**config.mk**
```make
export PLATFORM = sky130hd
export DESIGN_NAME = pmem_line_arbiter
export DESIGN_NICKNAME = d
export VERILOG_FILES = /design/src/rtl/pmem_line_arbiter.sv
export SDC_FILE = /design/constraint.sdc
export NUM_CORES = 2
export LEC_CHECK = 0
export ABC_AREA = 1
export BUFFER_PORTS_ARGS = -buffer_cell sky130_fd_sc_hd__buf_2
export CAP_MARGIN = 20
export CORE_AREA = 2 2 535 537
export DETAILED_ROUTE_END_ITERATION = 10
export DIE_AREA = 0 0 537 539
export HOLD_SLACK_MARGIN = 0.06
export PLACE_DENSITY = 0.32
export SLEW_MARGIN = 20
export SYNTH_ARGS = -nofsm -noshare
export SYNTH_HDL_FRONTEND = slang
export SYNTH_SLANG_ARGS = --single-unit
export TNS_END_PERCENT = 30
```
**constraint.sdc**
```tcl
create_clock -name clk -period 30.2 [get_ports clk]
set_input_delay 4.53 -clock clk [delete_from_list [all_inputs] [get_ports clk]]
set_output_delay 4.53 -clock clk [all_outputs]
set_load 0.05 [all_outputs]
```
**src/rtl/pmem_line_arbiter.sv**
```systemverilog
// pmem_line_arbiter: round-robin sharing of one cacheline adaptor between I-cache and D-cache misses
// Optional next-line I prefetch buffer when ARB_NEXT_LINE_PREFETCH_EN is defined.
module pmem_line_arbiter #(
  parameter int s_offset = 5,
  localparam int LW = (2**s_offset)*8
) (
  input  logic          clk,
  input  logic          rst,
  input  logic          i_pmem_read,
  input  logic [31:0]   i_pmem_address,
  output logic [LW-1:0] i_pmem_rdata,
  output logic          i_pmem_resp,
  input  logic          d_pmem_read,
  input  logic          d_pmem_write,
  input  logic [31:0]   d_pmem_address,
  input  logic [LW-1:0] d_pmem_wdata,
  output logic [LW-1:0] d_pmem_rdata,
  output logic          d_pmem_resp,
  output logic          pmem_read_c,
  output logic          pmem_write_c,
  output logic [31:0]   pmem_address_c,
  output logic [LW-1:0] pmem_wdata_c,
  input  logic [LW-1:0] pmem_rdata_c,
  input  logic          pmem_resp_c
);
  localparam logic [31:0] LMASK = ~((32'd1 << s_offset) - 32'd1);
`ifdef ARB_NEXT_LINE_PREFETCH_EN
  localparam logic [31:0] LSTEP = 32'd1 << s_offset;
  typedef enum logic [2:0] {IDLE, SERVE_I, SERVE_D, PREFETCH, PF_HIT} state_t;
`else
  typedef enum logic [1:0] {IDLE, SERVE_I, SERVE_D} state_t;
`endif
  state_t state_q, state_d;
  logic last_d_q, last_d_d, wr_q, wr_d;
  logic [31:0] addr_q, addr_d;
  logic [LW-1:0] wdata_q, wdata_d, i_rdata_q, i_rdata_d, d_rdata_q, d_rdata_d;
  logic want_i, want_d, pick_d, serve_i, serve_d, pf_out, pf_rd;
  logic [LW-1:0] pf_data;
  assign want_i = i_pmem_read;
  assign want_d = d_pmem_read | d_pmem_write;
  // last_d_q low means I was served last, so D takes the next tie
  assign pick_d = want_d & (~want_i | ~last_d_q);
  assign serve_i = (state_q == SERVE_I) & pmem_resp_c;
  assign serve_d = (state_q == SERVE_D) & pmem_resp_c;
`ifdef ARB_NEXT_LINE_PREFETCH_EN
  logic pf_valid_q, pf_valid_d, pf_pend_q, pf_pend_d, pf_hit;
  logic [31:0] pf_addr_q, pf_addr_d, last_i_q, last_i_d;
  logic [LW-1:0] pf_line_q, pf_line_d;
  assign pf_out = state_q == PF_HIT;
  assign pf_rd = state_q == PREFETCH;
  assign pf_data = pf_line_q;
  assign pf_hit = pf_valid_q & ((i_pmem_address & LMASK) == pf_addr_q);
`else
  assign pf_out = 1'b0;
  assign pf_rd = 1'b0;
  assign pf_data = '0;
`endif
  assign i_pmem_resp = serve_i | pf_out;
  assign i_pmem_rdata = serve_i ? pmem_rdata_c : pf_out ? pf_data : i_rdata_q;
  assign d_pmem_resp = serve_d;
  assign d_pmem_rdata = serve_d ? pmem_rdata_c : d_rdata_q;
  assign pmem_read_c = ((state_q == SERVE_I) | (state_q == SERVE_D) | pf_rd) & ~wr_q;
  assign pmem_write_c = (state_q == SERVE_D) & wr_q;
  assign pmem_address_c = addr_q;
  assign pmem_wdata_c = wdata_q;
  always_comb begin
    state_d = state_q;
    last_d_d = last_d_q;
    wr_d = wr_q;
    addr_d = addr_q;
    wdata_d = wdata_q;
    i_rdata_d = i_rdata_q;
    d_rdata_d = d_rdata_q;
`ifdef ARB_NEXT_LINE_PREFETCH_EN
    pf_valid_d = pf_valid_q;
    pf_pend_d = pf_pend_q;
    pf_addr_d = pf_addr_q;
    pf_line_d = pf_line_q;
    last_i_d = last_i_q;
`endif
    case (state_q)
      IDLE: begin
        if (pick_d) begin
          state_d = SERVE_D;
          addr_d = d_pmem_address & LMASK;
          wr_d = d_pmem_write;
          wdata_d = d_pmem_wdata;
`ifdef ARB_NEXT_LINE_PREFETCH_EN
          pf_pend_d = 1'b0;
          if (d_pmem_write && (d_pmem_address & LMASK) == pf_addr_q) pf_valid_d = 1'b0;
`endif
        end else if (want_i) begin
          state_d = SERVE_I;
          addr_d = i_pmem_address & LMASK;
          wr_d = 1'b0;
`ifdef ARB_NEXT_LINE_PREFETCH_EN
          pf_pend_d = 1'b0;
          if (pf_hit) state_d = PF_HIT;
        end else if (pf_pend_q) begin
          state_d = PREFETCH;
          addr_d = last_i_q + LSTEP;
          wr_d = 1'b0;
          pf_addr_d = last_i_q + LSTEP;
          pf_valid_d = 1'b0;
          pf_pend_d = 1'b0;
`endif
        end
      end
      SERVE_I: if (pmem_resp_c) begin
        state_d = IDLE;
        last_d_d = 1'b0;
        i_rdata_d = pmem_rdata_c;
`ifdef ARB_NEXT_LINE_PREFETCH_EN
        last_i_d = addr_q;
        pf_pend_d = 1'b1;
`endif
      end
      SERVE_D: if (pmem_resp_c) begin
        state_d = IDLE;
        last_d_d = 1'b1;
        d_rdata_d = pmem_rdata_c;
      end
`ifdef ARB_NEXT_LINE_PREFETCH_EN
      PREFETCH: if (pmem_resp_c) begin
        state_d = IDLE;
        pf_line_d = pmem_rdata_c;
        pf_valid_d = 1'b1;
      end
      PF_HIT: begin
        state_d = IDLE;
        last_d_d = 1'b0;
        i_rdata_d = pf_line_q;
        last_i_d = pf_addr_q;
        pf_pend_d = 1'b1;
      end
`endif
      default: state_d = IDLE;
    endcase
  end
  always_ff @(posedge clk or posedge rst) begin
    if (rst) begin
      state_q <= IDLE;
      last_d_q <= 1'b0;
      wr_q <= 1'b0;
      addr_q <= '0;
      wdata_q <= '0;
      i_rdata_q <= '0;
      d_rdata_q <= '0;
    end else begin
      state_q <= state_d;
      last_d_q <= last_d_d;
      wr_q <= wr_d;
      addr_q <= addr_d;
      wdata_q <= wdata_d;
      i_rdata_q <= i_rdata_d;
      d_rdata_q <= d_rdata_d;
    end
  end
`ifdef ARB_NEXT_LINE_PREFETCH_EN
  always_ff @(posedge clk or posedge rst) begin
    if (rst) begin
      pf_valid_q <= 1'b0;
      pf_pend_q <= 1'b0;
      pf_addr_q <= '0;
      pf_line_q <= '0;
      last_i_q <= '0;
    end else begin
      pf_valid_q <= pf_valid_d;
      pf_pend_q <= pf_pend_d;
      pf_addr_q <= pf_addr_d;
      pf_line_q <= pf_line_d;
      last_i_q <= last_i_d;
    end
  end
`endif
  a_d_rw_excl: assert property (@(posedge clk) disable iff (rst) !(d_pmem_read && d_pmem_write));
  a_no_idle_resp: assert property (@(posedge clk) disable iff (rst) !(state_q == IDLE && pmem_resp_c));
endmodule

```
==> reports/results.ini <==
[outcome]
status=completed

[logic_synthesis]
syn-cell-area_um2=30700
synth_cells=3293
ys_ff_latch=799
async_reset_ff_share_pct=100
synth.area.top_cells=dfrtp_1 65%, nand2_1 14%, o21ai_0 13%
seq_area_frac_synth_pct=65.1
ys_warn_count=0
synth.most_common_cell=nand2_1
synth_cell_types=19
synth_edf_count=0
yosysTopAreaCellShare_pct=65.1
synth-main-ff-cell=dfrtp_1
netlist_top_cells_count=1122 x nand2_1, 799 x dfrtp_1, 768 x o21ai_0
syn-mean-instance-area_um2=9.33
synth_top_area_cell=dfrtp_1

[placed_design]
place_area_um2=41600
dp_hpwl_um=143000
globalplace.congestion=0.888
port_buffers=1370

[floorplan]
die_y_um=539
std_cell_rows=196
coreArea_um2=284000
initial_utilization_pct=10.8
pin_count=1386
die-area_um2=289000
die_w_um=537

[clock_network]
clkSinkCount=799
cts_buffer_depth=4
cts_root_buf=clkbuf_16
cts_tree=built
numCtsBuffers=111
cts_setup_buffers=0
ctsResizeCount=0
htree_levels=3
path_clk_slew_ns=0.05
ctsHoldBuffers=0
clock_latency_ns=0.81

[timing]
worstMarginPinSlew_ns=1.07
slew_viol_final=0
relSlewSlack_pct=28.5
skew_ns=0.0428
period_minus_slack_ns=13.31
hold_viol_final=0
rsz0062_at_grt=false
fin_tns_setup_ns=0
fmax_ghz=0.0751
period_share_pct=44.1
setup_viol=0
timing.hold.ws_ns=0.474

[cells_and_area]
post-route-util_pct=15.9
drive_above_1_share_pct=33.7
nets=5184
syn_to_final_growth_pct=47.1
design_area_um2=45200

[setup_path]
worstSetupStartpointType=primary input
arrival_ns=8.78
cp_max_fo=175
rrSetupSlack_ns=25.51
crit_type=primary input to primary output
end_kind=primary output
crit_required_ns=25.67

[grt]
grt_max_degree=193
grt_use_total_pct=11.9
grt_pass1_wl_um=243000
overflow=0
grt_pass1_vias=28400
grt_antenna_before_repair=142

[route]
wl_per_cell_um=21.1
ant_nets=0
viasPerCell=3.32
drc=0
drt-total-wl_um=179000
drt_pass1_iterations=8
drt_iter0_drc=1559
vias=28200

[run]
max_cap_viol_count=0

[worst_hold_path]
min_path_type=flip-flop to flip-flop

## per-layer routing
layer	part of all wire, %	vias up	track usage, %
li1	-	13100	-
met1	36	13400	12.7
met2	50	1236	21.0
met3	11	347	5.28
met4	2.5	142	3.18
met5	0.49	-	0
## path summary, 6_finish.rpt
kind | start | endpoint | cells past startpoint
min in group asynchronous | rst | pmem_wdata_c[230] | 2
max reg2reg | state_q[1] | i_rdata_q[79] | 8
min | pmem_address_c[11] | pmem_address_c[11] | 2
max | pmem_resp_c | i_pmem_rdata[79] | 8
min reg2reg | pmem_address_c[11] | pmem_address_c[11] | 2
max in group asynchronous | rst | i_rdata_q[37] | 7
## cell families after synthesis
family	Yosys count	share of synthesized area, %
buf+inv	536	7.50
other cells	1	0.0122
simple gates	1184	14.7
fa+ha+maj	3	0.122
compound gates	770	12.6
flops	799	65.1
## flip-flops by register name, summed over array words and instances (netlist names)
| register | cells |
|---|---|
| d_rdata_q | 256 |
| pmem_wdata_c | 256 |
| last_d_q | 1 |
| state_q | 2 |
| i_rdata_q | 256 |
| wr_q | 1 |
| pmem_address_c | 27 |
## area by class of cell
| cell class | instances | area, um2 |
|---|---|---|
| Fill cell | 32500 | 239000 |
| Sequential cell | 799 | 20000 |
| Multi-Input combinational cell | 1962 | 8470 |
| Timing Repair Buffer | 1402 | 7160 |
| Tap cell | 3762 | 4710 |
| Clock buffer | 152 | 3080 |
| Inverter | 323 | 1230 |
| Clock inverter | 43 | 427 |
| Antenna cell | 51 | 128 |
## critical path, cell delays in order
cell,delay [ns]
buf_2,0.15
nand2_4,0.19
buf_12,0.40
buf_4,0.74
buf_12,0.44
buf_4,0.80
o21ai_0,0.50
buf_2,0.35
## per-stage QoR
step,worst slack (ns),cells
6_report,16.89,8494
5_1_grt,16.61,8472
4_1_cts,16.85,8443
3_5_place_dp,16.87,8248
3_3_place_gp,16.87,8248
2_1_floorplan,3.23,3297
## cell usage in the layout, fill, tap and decap left out, drive strengths merged
cell / count
nand4: 1
clkbuf: 152
clkinv: 30
conb: 5
ha: 3
nor2: 4
nand2: 1123
buf: 1402
inv: 326
diode: 51
dfrtp: 799
o21ai: 769
bufinv: 5
a21oi: 1
nand3: 56
clkinvlp: 5
Power is left out: the tool's default activity adds up to more than one toggle a clock period on the data nets, which glitch-free logic cannot reach.
